<file path="src/rtl/ex_wb_skid_pkg.sv">
// Shared widths, the main-slot source select and the lane write-enable rule
// for the EX->WB skid stage.
package ex_wb_skid_pkg;

  localparam int SIMD_DATA_WIDTH = 32;
  localparam int REG_ADDR_WIDTH  = 5;

  // Where the main slot takes its next bundle from.
  typedef enum logic [1:0] {
    SRC_NONE = 2'd0,
    SRC_EX   = 2'd1,
    SRC_SKID = 2'd2
  } main_src_e;

  // A lane only writes when it is valid and does not target x0.
  function automatic logic lane_wen(input logic valid, input logic wen,
                                    input logic rd_nonzero);
    return valid & wen & rd_nonzero;
  endfunction

endpackage

</file>
<file path="src/rtl/ex_wb_slot.sv">
// One two-lane bundle register. Invalid lanes and x0 writes are scrubbed at
// capture, so the stored fields can drive writeback directly.
module ex_wb_slot
  import ex_wb_skid_pkg::*;
#(
  parameter int DATA_W = SIMD_DATA_WIDTH,
  parameter int RD_W   = REG_ADDR_WIDTH
) (
  input  logic              clk,
  input  logic              rst_n,
  input  logic              clr_i,
  input  logic              load_i,
  input  logic              valid_0_i,
  input  logic              valid_1_i,
  input  logic [DATA_W-1:0] data_0_i,
  input  logic [DATA_W-1:0] data_1_i,
  input  logic [RD_W-1:0]   rd_0_i,
  input  logic [RD_W-1:0]   rd_1_i,
  input  logic              wen_0_i,
  input  logic              wen_1_i,
  output logic              full_o,
  output logic              valid_0_o,
  output logic              valid_1_o,
  output logic [DATA_W-1:0] data_0_o,
  output logic [DATA_W-1:0] data_1_o,
  output logic [RD_W-1:0]   rd_0_o,
  output logic [RD_W-1:0]   rd_1_o,
  output logic              wen_0_o,
  output logic              wen_1_o
);

  logic              valid_0_q, valid_1_q;
  logic [DATA_W-1:0] data_0_q, data_1_q;
  logic [RD_W-1:0]   rd_0_q, rd_1_q;
  logic              wen_0_q, wen_1_q;

  // Bundle register: clear (reset/flush/drain) beats load.
  // NOTE: sequential state uses non-blocking assignments so every register
  // samples pre-edge values regardless of statement order.
  always_ff @(posedge clk) begin
    if (!rst_n || clr_i) begin
      valid_0_q <= 1'b0;
      valid_1_q <= 1'b0;
      data_0_q  <= '0;
      data_1_q  <= '0;
      rd_0_q    <= '0;
      rd_1_q    <= '0;
      wen_0_q   <= 1'b0;
      wen_1_q   <= 1'b0;
    end else if (load_i) begin
      valid_0_q <= valid_0_i;
      valid_1_q <= valid_1_i;
      data_0_q  <= valid_0_i ? data_0_i : '0;
      data_1_q  <= valid_1_i ? data_1_i : '0;
      rd_0_q    <= valid_0_i ? rd_0_i : '0;
      rd_1_q    <= valid_1_i ? rd_1_i : '0;
      wen_0_q   <= lane_wen(valid_0_i, wen_0_i, |rd_0_i);
      wen_1_q   <= lane_wen(valid_1_i, wen_1_i, |rd_1_i);
    end
  end

  // A stored bundle always has at least one valid lane.
  assign full_o    = valid_0_q | valid_1_q;
  assign valid_0_o = valid_0_q;
  assign valid_1_o = valid_1_q;
  assign data_0_o  = data_0_q;
  assign data_1_o  = data_1_q;
  assign rd_0_o    = rd_0_q;
  assign rd_1_o    = rd_1_q;
  assign wen_0_o   = wen_0_q;
  assign wen_1_o   = wen_1_q;

endmodule

</file>
<file path="src/rtl/ex_wb_skid.sv">
// Two-lane EX->WB stage: a main slot presenting to writeback plus a skid slot
// absorbing one bundle of backpressure. ex_ready is a flop so WB stall never
// reaches EX combinationally.
module ex_wb_skid
  import ex_wb_skid_pkg::*;
#(
  parameter int DATA_W = SIMD_DATA_WIDTH,
  parameter int RD_W   = REG_ADDR_WIDTH
) (
  input  logic              clk,
  input  logic              rst_n,
  input  logic [DATA_W-1:0] EX_AluData_0,
  input  logic [DATA_W-1:0] EX_AluData_1,
  input  logic              ex_valid_0,
  input  logic              ex_valid_1,
  input  logic [RD_W-1:0]   ex_rd_0,
  input  logic [RD_W-1:0]   ex_rd_1,
  input  logic              ex_wen_0,
  input  logic              ex_wen_1,
  input  logic              ex_flush,
  output logic              ex_ready,
  input  logic              wb_ready,
  output logic              wb_valid_0,
  output logic              wb_valid_1,
  output logic [DATA_W-1:0] wb_data_0,
  output logic [DATA_W-1:0] wb_data_1,
  output logic [RD_W-1:0]   wb_rd_0,
  output logic [RD_W-1:0]   wb_rd_1,
  output logic              wb_wen_0,
  output logic              wb_wen_1
);

  logic              ex_ready_q, ex_ready_d;
  logic              main_full, skid_full;
  logic              accept, fire, main_free;
  logic              main_load, main_clr, skid_load, skid_clr, skid_full_d;
  main_src_e         main_src;

  logic              skid_valid_0, skid_valid_1;
  logic [DATA_W-1:0] skid_data_0, skid_data_1;
  logic [RD_W-1:0]   skid_rd_0, skid_rd_1;
  logic              skid_wen_0, skid_wen_1;

  logic              mux_valid_0, mux_valid_1;
  logic [DATA_W-1:0] mux_data_0, mux_data_1;
  logic [RD_W-1:0]   mux_rd_0, mux_rd_1;
  logic              mux_wen_0, mux_wen_1;

  assign accept    = (ex_valid_0 | ex_valid_1) & ex_ready_q & ~ex_flush;
  assign fire      = main_full & wb_ready;
  assign main_free = ~main_full | fire;

  // Slot steering: the skid drains into main before any new bundle, keeping
  // FIFO order; a blocked main diverts the accepted bundle into the skid.
  // NOTE: every signal gets a default up front so no path infers a latch.
  always_comb begin
    main_src  = SRC_NONE;
    skid_load = 1'b0;
    skid_clr  = 1'b0;
    if (main_free) begin
      if (skid_full) begin
        main_src = SRC_SKID;
        skid_clr = 1'b1;
      end else if (accept) begin
        main_src = SRC_EX;
      end
    end else if (accept) begin
      skid_load = 1'b1;
    end
    if (ex_flush) skid_clr = 1'b1;
  end

  assign main_load   = (main_src != SRC_NONE);
  assign main_clr    = ex_flush | (fire & ~main_load);
  assign skid_full_d = skid_clr ? 1'b0 : (skid_load | skid_full);
  assign ex_ready_d  = ~skid_full_d;

  // Main-slot input select: skid contents or the incoming EX bundle.
  always_comb begin
    mux_valid_0 = ex_valid_0;
    mux_valid_1 = ex_valid_1;
    mux_data_0  = EX_AluData_0;
    mux_data_1  = EX_AluData_1;
    mux_rd_0    = ex_rd_0;
    mux_rd_1    = ex_rd_1;
    mux_wen_0   = ex_wen_0;
    mux_wen_1   = ex_wen_1;
    if (main_src == SRC_SKID) begin
      mux_valid_0 = skid_valid_0;
      mux_valid_1 = skid_valid_1;
      mux_data_0  = skid_data_0;
      mux_data_1  = skid_data_1;
      mux_rd_0    = skid_rd_0;
      mux_rd_1    = skid_rd_1;
      mux_wen_0   = skid_wen_0;
      mux_wen_1   = skid_wen_1;
    end
  end

  // Registered ready mirrors next-cycle skid occupancy.
  always_ff @(posedge clk) begin
    if (!rst_n) ex_ready_q <= 1'b1;
    else        ex_ready_q <= ex_ready_d;
  end

  assign ex_ready = ex_ready_q;

  ex_wb_slot #(.DATA_W(DATA_W), .RD_W(RD_W)) u_main (
    .clk(clk), .rst_n(rst_n), .clr_i(main_clr), .load_i(main_load),
    .valid_0_i(mux_valid_0), .valid_1_i(mux_valid_1),
    .data_0_i(mux_data_0), .data_1_i(mux_data_1),
    .rd_0_i(mux_rd_0), .rd_1_i(mux_rd_1),
    .wen_0_i(mux_wen_0), .wen_1_i(mux_wen_1),
    .full_o(main_full),
    .valid_0_o(wb_valid_0), .valid_1_o(wb_valid_1),
    .data_0_o(wb_data_0), .data_1_o(wb_data_1),
    .rd_0_o(wb_rd_0), .rd_1_o(wb_rd_1),
    .wen_0_o(wb_wen_0), .wen_1_o(wb_wen_1)
  );

  ex_wb_slot #(.DATA_W(DATA_W), .RD_W(RD_W)) u_skid (
    .clk(clk), .rst_n(rst_n), .clr_i(skid_clr), .load_i(skid_load),
    .valid_0_i(ex_valid_0), .valid_1_i(ex_valid_1),
    .data_0_i(EX_AluData_0), .data_1_i(EX_AluData_1),
    .rd_0_i(ex_rd_0), .rd_1_i(ex_rd_1),
    .wen_0_i(ex_wen_0), .wen_1_i(ex_wen_1),
    .full_o(skid_full),
    .valid_0_o(skid_valid_0), .valid_1_o(skid_valid_1),
    .data_0_o(skid_data_0), .data_1_o(skid_data_1),
    .rd_0_o(skid_rd_0), .rd_1_o(skid_rd_1),
    .wen_0_o(skid_wen_0), .wen_1_o(skid_wen_1)
  );

endmodule

</file>
<file path="config.mk">
export PLATFORM = sky130hd
export DESIGN_NAME = ex_wb_skid
export DESIGN_NICKNAME = d
export VERILOG_FILES = /design/src/rtl/ex_wb_skid_pkg.sv /design/src/rtl/ex_wb_slot.sv /design/src/rtl/ex_wb_skid.sv
export SDC_FILE = /design/constraint.sdc
export NUM_CORES = 1
export LEC_CHECK = 0
export BUFFER_PORTS_ARGS = -buffer_cell sky130_fd_sc_hd__clkbuf_2
export CAP_MARGIN = 20
export CORE_MARGIN = 1.5
export CORE_UTILIZATION = 57
export DETAILED_ROUTE_END_ITERATION = 10
export PLACE_DENSITY = 0.89
export SYNTH_ARGS = -nofsm -noshare
export SYNTH_HDL_FRONTEND = slang
export SYNTH_HIERARCHICAL = 1
export SYNTH_SLANG_ARGS = --single-unit
</file>
<file path="constraint.sdc">
create_clock -name clk -period 3.3 [get_ports clk]
set_clock_uncertainty 0.05 [all_clocks]
set_input_delay 0.33 -clock clk [delete_from_list [all_inputs] [get_ports clk]]
set_output_delay 0.33 -clock clk [all_outputs]
set_load 0.02 [all_outputs]
</file>
==> Implementation_results.wiki <==
{| class="wikitable"
! Metric !! Value
|-
| # setup viols final || 0
|-
| Max Cap Viol || 0
|-
| Largest incremental delay on the critical path || approximately 0.63 ns
|-
| Number of detailed-routing iterations run before antenna repair || 6
|-
| TritonCTS clock tree || done
|-
| Overall fraction of global-route tracks in use || between 20% and 30%
|-
| Worst-case clock buffer depth || 2
|-
| Number of antenna diodes || 0
|-
| Core ar. || about 0.011 mm2
|-
| Combined area of all synthesized cells || between 0.006 and 0.007 mm2
|-
| Quantity of gates resized following cts || 0
|-
| Initial antenna violation count || 0
|-
| Pin count of the biggest net entering global routing || 60
|-
| Critical path start-end classification || flip-flop to flip-flop
|-
| Slowest cell on the critical path || sky130_fd_sc_hd__and2_1
|-
| Most common flop cell mapped by yosys || sky130_fd_sc_hd__dfxtp_1
|-
| Commonest cells after routing, fill and taps aside || sky130_fd_sc_hd__clkbuf_2, sky130_fd_sc_hd__dfxtp_1, sky130_fd_sc_hd__nor2_1
|-
| Critical path cell sequence || or2_2 > nand2b_2 > nand2_4 > mux2_2 > and2_1 > buf_4 > a22oi_1 > nor2_1
|-
| Starting Density || about three fifths
|-
| Average size of a mapped cell || 9.95 um2
|-
| Quantity of I/O buffers inserted on ports || between 150 and 200
|-
| Power density over the cells || ~530 mW/mm2
|-
| Cell at the root of the clock tree || sky130_fd_sc_hd__clkbuf_8
|-
| Final setup TNS || 0 ns
|-
| Inserted Clock Buffers || 17
|-
| Tcrit/Tclk final || 82.3%
|-
| Total of hold buffers inserted after clock tree synthesis || 21
|-
| Chip height || roughly 110 um
|-
| Number of synthesized flops with an enable pin || 0
|-
| Crit. End Element || flip-flop
|-
| Final WS setup || 0.584 ns
|-
| Leading cell type in the layout, fill and taps excluded || sky130_fd_sc_hd__clkbuf_2
|-
| Setup crit start kind || flip-flop
|-
| Total area of multi-input combinational cells || 0.00284 mm2
|-
| Sequential area share after synthesis || between 40 and 50%
|-
| Fill cell instance count of the final layout || 737
|-
| FFs w/ async S/R, synth || 0%
|-
| Worst reg-to-reg setup slack || between 0.5 and 0.6 ns
|-
| Place WS || approximately 0.65 ns
|-
| Number of sinks on the clock net || approximately 160
|-
| Final ANT Viol Nets || 0
|-
| Routability congestion estimate from global placement || a little under 0.8
|-
| Number of buffers and inverters on the critical path || 1
|-
| CP Max Fanout || 24
|-
| Boundary pin count || ~160
|-
| Hold Path Class || input pin to flip-flop
|-
| Final HPWL from detailed placement || between 10000 and 15000 um
|-
| Area Overhead vs Synth || 25.6%
|-
| Die Area || 0.0117 mm2
|-
| Setup repair after global routing missed its margin || false
|-
| Net count of the mapped netlist || 716
|-
| Mapped Cells || 634
|-
| Die X-Extent || around 110 um
|-
| H-Tree Depth || 4
|-
| Library cells used by synthesis || 24
|-
| Status || finished, final reports clean
|-
| Worst-margin pin slew || 0.778 ns
|-
| Number of pins with negative max-slew slack in the final report || 0
|-
| Detailed-route vias per instance || 5.96
|-
| Sum of internal, switching and leakage power || between 4000 and 5000 uW
|-
| Worst slew margin relative to its limit || 48.1%
|-
| Drt drc || 0
|-
| Final layout net count || ~870
|-
| Sequential cell area || 0.00314 mm2
|-
| Post-CTS Repair Setup Buffers || 0
|-
| Total number of vias || 5597
|-
| Share of layout cells above drive strength 1 || between 30% and 40%
|-
| Delay-heaviest family, CP || simple AND/OR/NAND/NOR gates
|-
| First-pass GRT wire length || around 27000 um
|-
| Placement row count || 38
|-
| Worst-path clk slew || around 0.060 ns
|-
| Total congestion overflow after global routing || 0
|-
| Initial detailed-routing violation count || 456
|-
| Post-detailed-routing wire length || around 17000 um
|-
| Warning count from the yosys run || 6
|-
| Critical path arrival || approximately 3.1 ns
|-
| Hold violation total from the final report || 0
|-
| Leakage power summed over all cells || ~0.0032 uW
|-
| Average wire per cell in the routed design || roughly 18 um
|-
| Via count of the first global-routing pass || 5593
|-
| Post-layout min period || between 2 and 3 ns
|-
| Required time worst endpoint || around 3.7 ns
|-
| Maximum vdd drop || 0.430 mV
|-
| Clock insertion delay at the later pin of the skew report || 0.53 ns
|-
| Number of synthesized register bits || 157
|-
| Maximum clock frequency || about 370 MHz
|}
-- stage by stage --
step           hold WS, ns  instances  utilization (%)  instance area (um2)
2_1_floorplan        0.379        634                -                 6310
3_3_place_gp         0.389        887             66.0                 7120
3_5_place_dp         0.402        887             66.0                 7120
4_1_cts           0.000586        939             73.4                 7920
5_1_grt             0.0190        939             73.4                 7920
6_report            0.0159        939             73.4                 7920
-- per-layer routing --
metal	part of all wire [%]	GRT usage, %
met1	39	32.2
met2	51	51.6
met3	6.8	7.84
met4	3.6	15.4
met5	0	0
-- flip-flops by register name, indices dropped and copies added (netlist names) --
name	flops
ex_ready	1
u_main/data_0_o	32
u_main/data_1_o	32
u_main/rd_0_o	5
u_main/rd_1_o	5
u_main/valid_0_o	1
u_main/valid_1_o	1
u_main/wen_0_o	1
u_main/wen_1_o	1
u_skid/data_0_o	32
u_skid/data_1_o	32
u_skid/rd_0_o	5
u_skid/rd_1_o	5
u_skid/valid_0_o	1
u_skid/valid_1_o	1
u_skid/wen_0_o	1
u_skid/wen_1_o	1
-- area by class of cell --
class                   instances  share of cell area (%)
well taps                     140                    2.21
clock buffers                  26                    6.54
clock inverters                 5                   0.979
multi-input cells             415                    35.8
repair buffers                192                    14.6
inverters                       4                   0.189
flip-flops and latches        157                    39.7
-- cell families (layout without fill, tap and decap cells) --
group	Yosys count	after routing	share of synthesized area [%]
buffers and inverters	62	227	5.24
DFF	157	157	49.8
muxes	78	78	14.5
AOI/OAI and AO/OA	163	163	19.1
and+or+nand+nor	174	174	11.3
-- power by group --
part / internal (uW) / leakage, uW / switching (uW)
logic: 153 / 0.00164 / 202
registers: 1920 / 0.00127 / 12.1
clock network: 1210 / 0.000293 / 726
total: 3280 / 0.00320 / 940
-- worst paths after layout --
kind | start | end | cells past startpoint
max | u_main/valid_1_o | u_main/data_0_o[20] | 8
min | EX_AluData_0[15] | u_skid/data_0_o[15] | 3
max reg2reg | u_main/valid_1_o | u_main/data_0_o[20] | 8
min reg2reg | u_skid/wen_1_o | u_skid/wen_1_o | 2
-- synth_stat cells (all sizes together), types with 4 or more instances --
cell     count  area [um2]
dfxtp      157        3140
nor2       152         571
a22oi      148        1110
mux2        78         912
buf         38         240
clkbuf      20        75.1
a21oi        9        45.0
nand2        6        30.0
and2         4        25.0
inv          4        15.0
o2111ai      4        35.0
or4          4        30.0
-- worst reg2reg max path, stage by stage, from the launching register on --
cell                       delay (ns)
sky130_fd_sc_hd__dfxtp_1         0.33
sky130_fd_sc_hd__or2_2           0.34
sky130_fd_sc_hd__nand2b_2        0.13
sky130_fd_sc_hd__nand2_4         0.21
sky130_fd_sc_hd__mux2_2          0.31
sky130_fd_sc_hd__and2_1          0.63
sky130_fd_sc_hd__buf_4           0.38
sky130_fd_sc_hd__a22oi_1         0.13
sky130_fd_sc_hd__nor2_1          0.16
Note: power is estimated with default switching activity, not from simulation.
